**config.mk**
```make
export PLATFORM = sky130hd
export DESIGN_NAME = mem_arbiter
export DESIGN_NICKNAME = d
export VERILOG_FILES = /design/src/rtl/mem_arbiter_pkg.sv /design/src/rtl/mem_arbiter_starve_counter.sv /design/src/rtl/mem_arbiter.sv
export SDC_FILE = /design/constraint.sdc
export NUM_CORES = 1
export LEC_CHECK = 0
export CAP_MARGIN = 10
export CORE_AREA = 2 2 85 87
export DETAILED_ROUTE_END_ITERATION = 6
export DIE_AREA = 0 0 87 89
export PLACE_DENSITY = 0.84
export SLEW_MARGIN = 20
export SYNTH_ARGS = -nofsm -noshare
export SYNTH_HDL_FRONTEND = slang
export SYNTH_SLANG_ARGS = --single-unit
```
**constraint.sdc**
```tcl
create_clock -name clk -period 2.72 [get_ports clk]
set_input_delay 0.272 -clock clk [delete_from_list [all_inputs] [get_ports clk]]
set_output_delay 0.272 -clock clk [all_outputs]
set_load 0.05 [all_outputs]
```
**src/rtl/mem_arbiter_pkg.sv**
```systemverilog
`default_nettype none
// ============================================================================
// Module      : mem_arbiter_pkg
// Description : Shared widths and response-owner encoding for mem_arbiter.
// Revision    : 1.0 - initial release
// ============================================================================
package mem_arbiter_pkg;

    localparam int c_word_w  = 32;
    localparam int c_addr_w  = 16;
    localparam int c_cnt_w   = 4;

    typedef enum logic [1:0] {
        IDLE  = 2'd0,
        IF_RD = 2'd1,
        LS_RD = 2'd2
    } owner_t;

endpackage
`default_nettype wire

```
**src/rtl/mem_arbiter_starve_counter.sv**
```systemverilog
`default_nettype none
// ============================================================================
// Module      : starve_counter
// Description : Saturating count of consecutive denied fetch cycles.
// Revision    : 1.0 - initial release
// ============================================================================
module starve_counter
    import mem_arbiter_pkg::*;
#(
    parameter int unsigned MAX = 4
) (
    input  logic               clk,
    input  logic               reset,
    input  logic               inc,
    input  logic               clr,
    output logic [c_cnt_w-1:0] count,
    output logic               at_max
);

    localparam logic [c_cnt_w-1:0] c_max = c_cnt_w'(MAX);

    logic [c_cnt_w-1:0] r_count;

    always_ff @(posedge clk or negedge reset) begin
        if (!reset) begin
            r_count <= '0;
        end else if (clr) begin
            r_count <= '0;
        end else if (inc && (r_count != c_max)) begin
            r_count <= r_count + 1'b1;
        end
    end

    assign count  = r_count;
    assign at_max = (r_count == c_max);

endmodule
`default_nettype wire

```
**src/rtl/mem_arbiter.sv**
```systemverilog
`default_nettype none
// ============================================================================
// Module      : mem_arbiter
// Description : Fetch vs load/store arbiter for one single-port unified memory.
// Revision    : 1.0 - initial release
// ============================================================================
module mem_arbiter
    import mem_arbiter_pkg::*;
#(
    parameter int WORD       = c_word_w,
    parameter int ADDR       = c_addr_w,
    parameter int STARVE_MAX = 4
) (
    input  logic            clk,
    input  logic            reset,
    input  logic            if_req,
    input  logic [ADDR-1:0] if_addr,
    input  logic            if_flush,
    output logic            if_gnt,
    output logic            if_rvalid,
    output logic [WORD-1:0] if_rdata,
    output logic            fetch_stall,
    input  logic            ls_req,
    input  logic            ls_we,
    input  logic [ADDR-1:0] ls_addr,
    input  logic [WORD-1:0] ls_wdata,
    output logic            ls_gnt,
    output logic            ls_rvalid,
    output logic [WORD-1:0] ls_rdata,
    output logic            mem_en,
    output logic            mem_we,
    output logic [ADDR-1:0] mem_addr,
    output logic [WORD-1:0] mem_wdata,
    input  logic [WORD-1:0] mem_rdata
);

    owner_t             r_owner;
    owner_t             w_owner_nxt;
    logic               r_drop;
    logic               w_at_max;
    logic               w_ls_win;
    logic [c_cnt_w-1:0] w_starve_cnt;

    starve_counter #(
        .MAX (STARVE_MAX)
    ) u_starve (
        .clk    (clk),
        .reset  (reset),
        .inc    (if_req & ~if_gnt),
        .clr    (if_gnt | ~if_req),
        .count  (w_starve_cnt),
        .at_max (w_at_max)
    );

    // Load/store wins unless fetch has been starved long enough.
    assign w_ls_win = ls_req & ~(w_at_max & if_req);

    // Every output is gated by reset so the block is silent while held in reset.
    always_comb begin
        if_gnt      = 1'b0;
        ls_gnt      = 1'b0;
        fetch_stall = 1'b0;
        mem_en      = 1'b0;
        mem_we      = 1'b0;
        mem_addr    = '0;
        mem_wdata   = '0;
        if (reset) begin
            ls_gnt      = w_ls_win;
            if_gnt      = if_req & ~w_ls_win;
            fetch_stall = if_req & ~if_gnt;
            mem_en      = if_gnt | ls_gnt;
            mem_we      = ls_gnt & ls_we;
            if (ls_gnt) begin
                mem_addr = ls_addr;
            end else if (if_gnt) begin
                mem_addr = if_addr;
            end
            if (mem_we) begin
                mem_wdata = ls_wdata;
            end
        end
    end

    always_ff @(posedge clk or negedge reset) begin
        if (!reset) begin
            r_owner <= IDLE;
            r_drop  <= 1'b0;
        end else begin
            r_owner <= w_owner_nxt;
            r_drop  <= if_gnt & if_flush;
        end
    end

    always_comb begin
        w_owner_nxt = IDLE;
        if (if_gnt) begin
            w_owner_nxt = IF_RD;
        end else if (ls_gnt && !ls_we) begin
            w_owner_nxt = LS_RD;
        end
    end

    // A fetch response is suppressed by a flush now or by one that hit its grant.
    always_comb begin
        if_rvalid = 1'b0;
        ls_rvalid = 1'b0;
        if_rdata  = '0;
        ls_rdata  = '0;
        if (reset) begin
            if_rvalid = (r_owner == IF_RD) & ~if_flush & ~r_drop;
            ls_rvalid = (r_owner == LS_RD);
            if_rdata  = mem_rdata;
            ls_rdata  = mem_rdata;
        end
    end

endmodule
`default_nettype wire

```
Word level (Yosys, flattened, before mapping)
Cells that the tools add are included.
{ "totals": {"regBits": 7, "input_bits": 102, "out_inout_bits": 119} }
{ "classes": {"n_addsub": 1, "eq_ne": 4, "mux": 17, "n_bitwise": 18, "n_reduce_logical": 4} }
{ "ops": {"columns": ["op", "n"], "rows": [
  ["two-way mux 32 bit", 3],
  ["two-way mux 16 bit", 3],
  ["AND 1 bit", 9],
  ["two-way mux 4 bit", 2],
  ["two-way mux 1 bit", 7],
  ["inverter 1 bit", 7],
  ["adder 4 x 1 -> 4 bit, second input constant", 1],
  ["equality test 4 x 3 -> 1 bit, second input constant", 1],
  ["two-way mux 2 bit", 2],
  ["inequality test 4 x 3 -> 1 bit, second input constant", 1],
  ["equality test 2 x 1 -> 1 bit, second input constant", 1],
  ["equality test 2 bit, second input constant", 1],
  ["logical AND 1 bit", 2],
  ["OR 1 bit", 2],
  ["nonzero test 2 bit", 1],
  ["zero test 1 bit", 1]
]} }

Logic depth before layout (Yosys ltp)
{ "depth": {"word_depth": 12, "depth_mapped": 8} }

By module
A second synthesis with hierarchy kept.
{ "hier_totals": {"hier_cells": 241, "area_unflattened_um2": 1639.1} }
{ "modules_own_cells": {"columns": ["mod", "n_inst", "cells_each", "area_each_um2"], "rows": [
  ["mem_arbiter", 1, 217, 1405.1],
  ["starve_counter", 1, 24, 234.0]
]} }

Least setup slack after synthesis
No wires, ideal clock.
{ "synth_path": {"kind": "flip-flop to output port", "startpoint": "reg u_starve.r_count[0] (netlist: u_starve.count[0])", "endpoint": "out mem_wdata[22]", "t_arrival_ps": 2014, "t_required_ps": 2448, "setup_slack_ps": 434, "stages_incl_launch_ff": 8, "path_cell_list": "dfrtp_1 -> inv_1 -> ha_1 -> and3b_1 -> buf_6 -> a211oi_4 -> buf_2 -> and2_1"} }
{ "synth_via": {"elab_chain_cells": 7} }
{ "synth_lines": {"columns": ["element", "line", "source"], "rows": [
  ["start, declared", "mem_arbiter_starve_counter.sv:22", "logic [c_cnt_w-1:0] r_count;"],
  ["start signal, assigned", "mem_arbiter_starve_counter.sv:30", "r_count <= r_count + 1'b1;"],
  ["equality test 4 x 3 -> 1 bit", "mem_arbiter_starve_counter.sv:35", "assign at_max = (r_count == c_max);"],
  ["AND 1 bit", "mem_arbiter.sv:56", "assign w_ls_win = ls_req & ~(w_at_max & if_req);"],
  ["inverter 1 bit", "mem_arbiter.sv:56", null],
  ["AND 1 bit", "mem_arbiter.sv:56", null],
  ["AND 1 bit", "mem_arbiter.sv:72", "mem_we = ls_gnt & ls_we;"],
  ["two-way mux 32 bit", "mem_arbiter.sv:78", "if (mem_we) begin"],
  ["two-way mux 32 bit", "mem_arbiter.sv:67", "if (reset) begin"],
  ["end, declared", "mem_arbiter.sv:33", "output logic [WORD-1:0] mem_wdata,"]
]} }
No other way between the ends.

Worst setup path in the final report
{ "layout_path": {"startpoint": "reg u_starve.r_count[0] (netlist: u_starve.count[0])", "endpoint": "out mem_addr[12]"} }
{ "layout_via": {"elab_chain_cells": 9} }
{ "layout_lines": {"columns": ["element", "line", "source"], "rows": [
  ["equality test 4 x 3 -> 1 bit *", "mem_arbiter_starve_counter.sv:35", null],
  ["AND 1 bit *", "mem_arbiter.sv:56", null],
  ["inverter 1 bit *", "mem_arbiter.sv:56", null],
  ["AND 1 bit *", "mem_arbiter.sv:56", null],
  ["inverter 1 bit", "mem_arbiter.sv:69", "if_gnt = if_req & ~w_ls_win;"],
  ["AND 1 bit", "mem_arbiter.sv:69", null],
  ["two-way mux 16 bit", "mem_arbiter.sv:75", "end else if (if_gnt) begin"],
  ["two-way mux 16 bit *", "mem_arbiter.sv:73", "if (ls_gnt) begin"],
  ["two-way mux 16 bit *", "mem_arbiter.sv:67", null],
  ["end, declared", "mem_arbiter.sv:32", "output logic [ADDR-1:0] mem_addr,"]
]} }
Mark *: on every way between the ends. The rest lies on a longest branch, timed or not.

==> run metrics <==
status=complete, no violations; VDD IR max=approximately 0.00016 V; Pwr Density=259.9 nW/um^2; H-tree Lvls=1; number of global-route vias before repair=1957; post-synthesis register bit count=7; hold_buf cts=0; Final Power=0.001173 W; Post-CTS Setup Repair Bufs=0; antenna violations before repair=0; Top-Level Pins=221; Max-cap violations=0; CP Launch Type=flip-flop; Slew @ Worst Pin=567.3 ps; TritonCTS clock tree=yes; Crit Path Category=reg2out; P_int=0.0006764 W; Mapped Nets=approximately 270; CP Data Arrival Time=2160 ps; DRT Wirelength=between 7 and 8 mm; overflow left after global routing=0; initial DRC count=25; IO Port Bufs=220; n_diodes=0; TritonRoute pass-1 iters=4; WL per Instance=between 15 and 20 um; CTS Buf Count=3; pin count of the biggest net entering global routing=48; Post-CTS Resized=0; Min-Delay Path Class=in2async; gp weighted congestion=0.8035; skew final=approximately 4.1 ps; Starting Density=a little under a fifth; Clk pin slew, worst setup/hold paths=40 ps; Root Buffer=clkbuf_8; FF-to-FF End=r_owner[1]$_DFF_PN0_; RSZ-0062 raised after global routing=false; Cell variety after synth=25; power share of the sequential group=9.8%; CP endpoint kind=output port; final hold vios=0; Core Area=6719 um^2; Mapped Area=1271 um^2; Post-Syn Area per Cell=7.751 um^2; hpwl dp=6.347 mm; Die H=between 80 and 90 um; Layout Nets=452; combinational share of power=77.7%; leakage power=approximately 1.9 nW; P&R area growth vs syn=255.1%; flop2flop setup slack=970 ps; Sw Share=42.36%; CP required=2450 ps; final setup vio count=0; vias per cell=around 4.2; Die Width=87 um; Max FO, Critical Path=19; DR DRC count=0; switching power=just under 0.0005 W; Reg2Reg Launch Point=u_starve.count[0]$_DFFE_PN0P_; post-synthesis sequential area ratio=13.78%; clock sink count=7; Tcrit/Tclk final=between 80% and 90%; f_max=411.9 MHz; Total GRT Usage=between 10% and 20%; first-pass GRT wire length=10.16 mm; max-slew violations=0; vias post-DR=1811; Worst-Skew Late Latency=230 ps; Clk pwr share=12.5%; setup TNS=0 ps; max-slew headroom at the worst pin=62.09%; clock buffer depth=2; yosys warns=0; layout cell share with drive strength beyond 1=between 30% and 40%; cell count after synthesis=164; die outline area=between 7000 and 8000 um^2; post-route ant nets=0; Fin Hold WS=486.2 ps; FF-to-FF path depth=5; Period minus WS final=2428 ps; Site Rows=30
## area by class of cell
class | count | area (um^2)
Inverter | 4 | 15.01
Fill cell | 478 | 2205
Tap cell | 80 | 100.1
Timing Repair Buffer | 223 | 3416
Clock buffer | 4 | 45.04
Multi-Input combinational cell | 109 | 763.2
Sequential cell | 7 | 175.2
## registers in the layout, summed over array words and instances, names as in the netlist
register and flops:
r_drop 1, u_starve.count 4, r_owner 2
## logic make-up after synthesis
family / share of synthesized area [%]
AO/OA/AOI/OAI: 18.01
XOR/XNOR: 1.378
adder cells (fa/ha/maj): 1.968
buffers and inverters: 26.18
flip-flops: 13.78
AND/OR/NAND/NOR: 38.68
## worst max-delay path, stage by stage (launching register included)
cell	delay [ps]
dfrtp_1	390
inv_1	80
ha_1	210
and3b_1	280
a21oi_4	520
a22o_1	280
buf_12	150
## routing by layer
metal	track usage [%]	up-vias	part of all wire, %
met3	3.693	6	8.4
met2	34.98	115	59
met1	16.73	816	32
li1	-	874	-
met5	0	-	0
met4	4.261	0	0.97
## cells in the mapped netlist (all sizes together)
master	n	share of area (%)
inv	4	1.2
nand3b	2	1.2
a21o	1	0.59
o32ai	2	1.4
dfrtp	7	14
xor2	2	1.4
o211a	1	0.79
a211oi	1	1.6
nor3b	1	0.59
a21oi	2	1.7
nand3	1	0.39
and3b	2	1.4
buf	40	24
o21ai	1	0.39
nor3	1	0.39
clkbuf	4	1.2
nand2	6	1.8
o21a	1	0.59
ha	2	2.0
and2	67	33
a22o	16	11
## through the flow
step           cell area, um^2  worst slack (ps)  util, %  instances
3_3_place_gp              4469             546.4    66.52        423
5_1_grt                   4514             183.2    67.19        427
2_1_floorplan             1271             433.8        -        164
6_report                  4514             292.2    67.19        427
3_5_place_dp              4469             478.8    66.52        423
4_1_cts                   4514             299.6    67.19        427
## worst max-delay path by stage
stage               depth (start not counted)       endpoint                          start  slack [ps]
floorplan                                   7  mem_wdata[22]  u_starve.count[0]$_DFFE_PN0P_         430
finish                                      6   mem_addr[12]  u_starve.count[0]$_DFFE_PN0P_         290
detailed placement                          6   mem_addr[13]                          reset         480
global placement                            6   mem_addr[11]                          reset         550
CTS                                         6    mem_addr[6]  u_starve.count[0]$_DFFE_PN0P_         300
global route                                6    mem_addr[6]  u_starve.count[0]$_DFFE_PN0P_         180
## power by group through the flow
stage               clock, W  sequential [W]  combinational, W
floorplan                  0        0.000114          0.000417
global placement           0        0.000115          0.000903
detailed placement         0        0.000116          0.000917
CTS                 0.000150        0.000114          0.000919
global route        0.000158        0.000115          0.000943
finish              0.000147        0.000115          0.000912
## layout by cell type (no fill, tap or decap), drive strengths merged
cell           instances
clkbuf                 4
a21o                   1
o21a                   1
xor2                   2
nand3                  1
clkdlybuf4s50        101
o32ai                  2
and2                  67
a21oi                  2
nor3b                  1
inv                    4
nor3                   1
o211a                  1
dfrtp                  7
and3b                  2
buf                  122
ha                     2
a211oi                 1
nand3b                 2
a22o                  16
nand2                  6
o21ai                  1
Note: power is estimated with default switching activity, not from simulation.
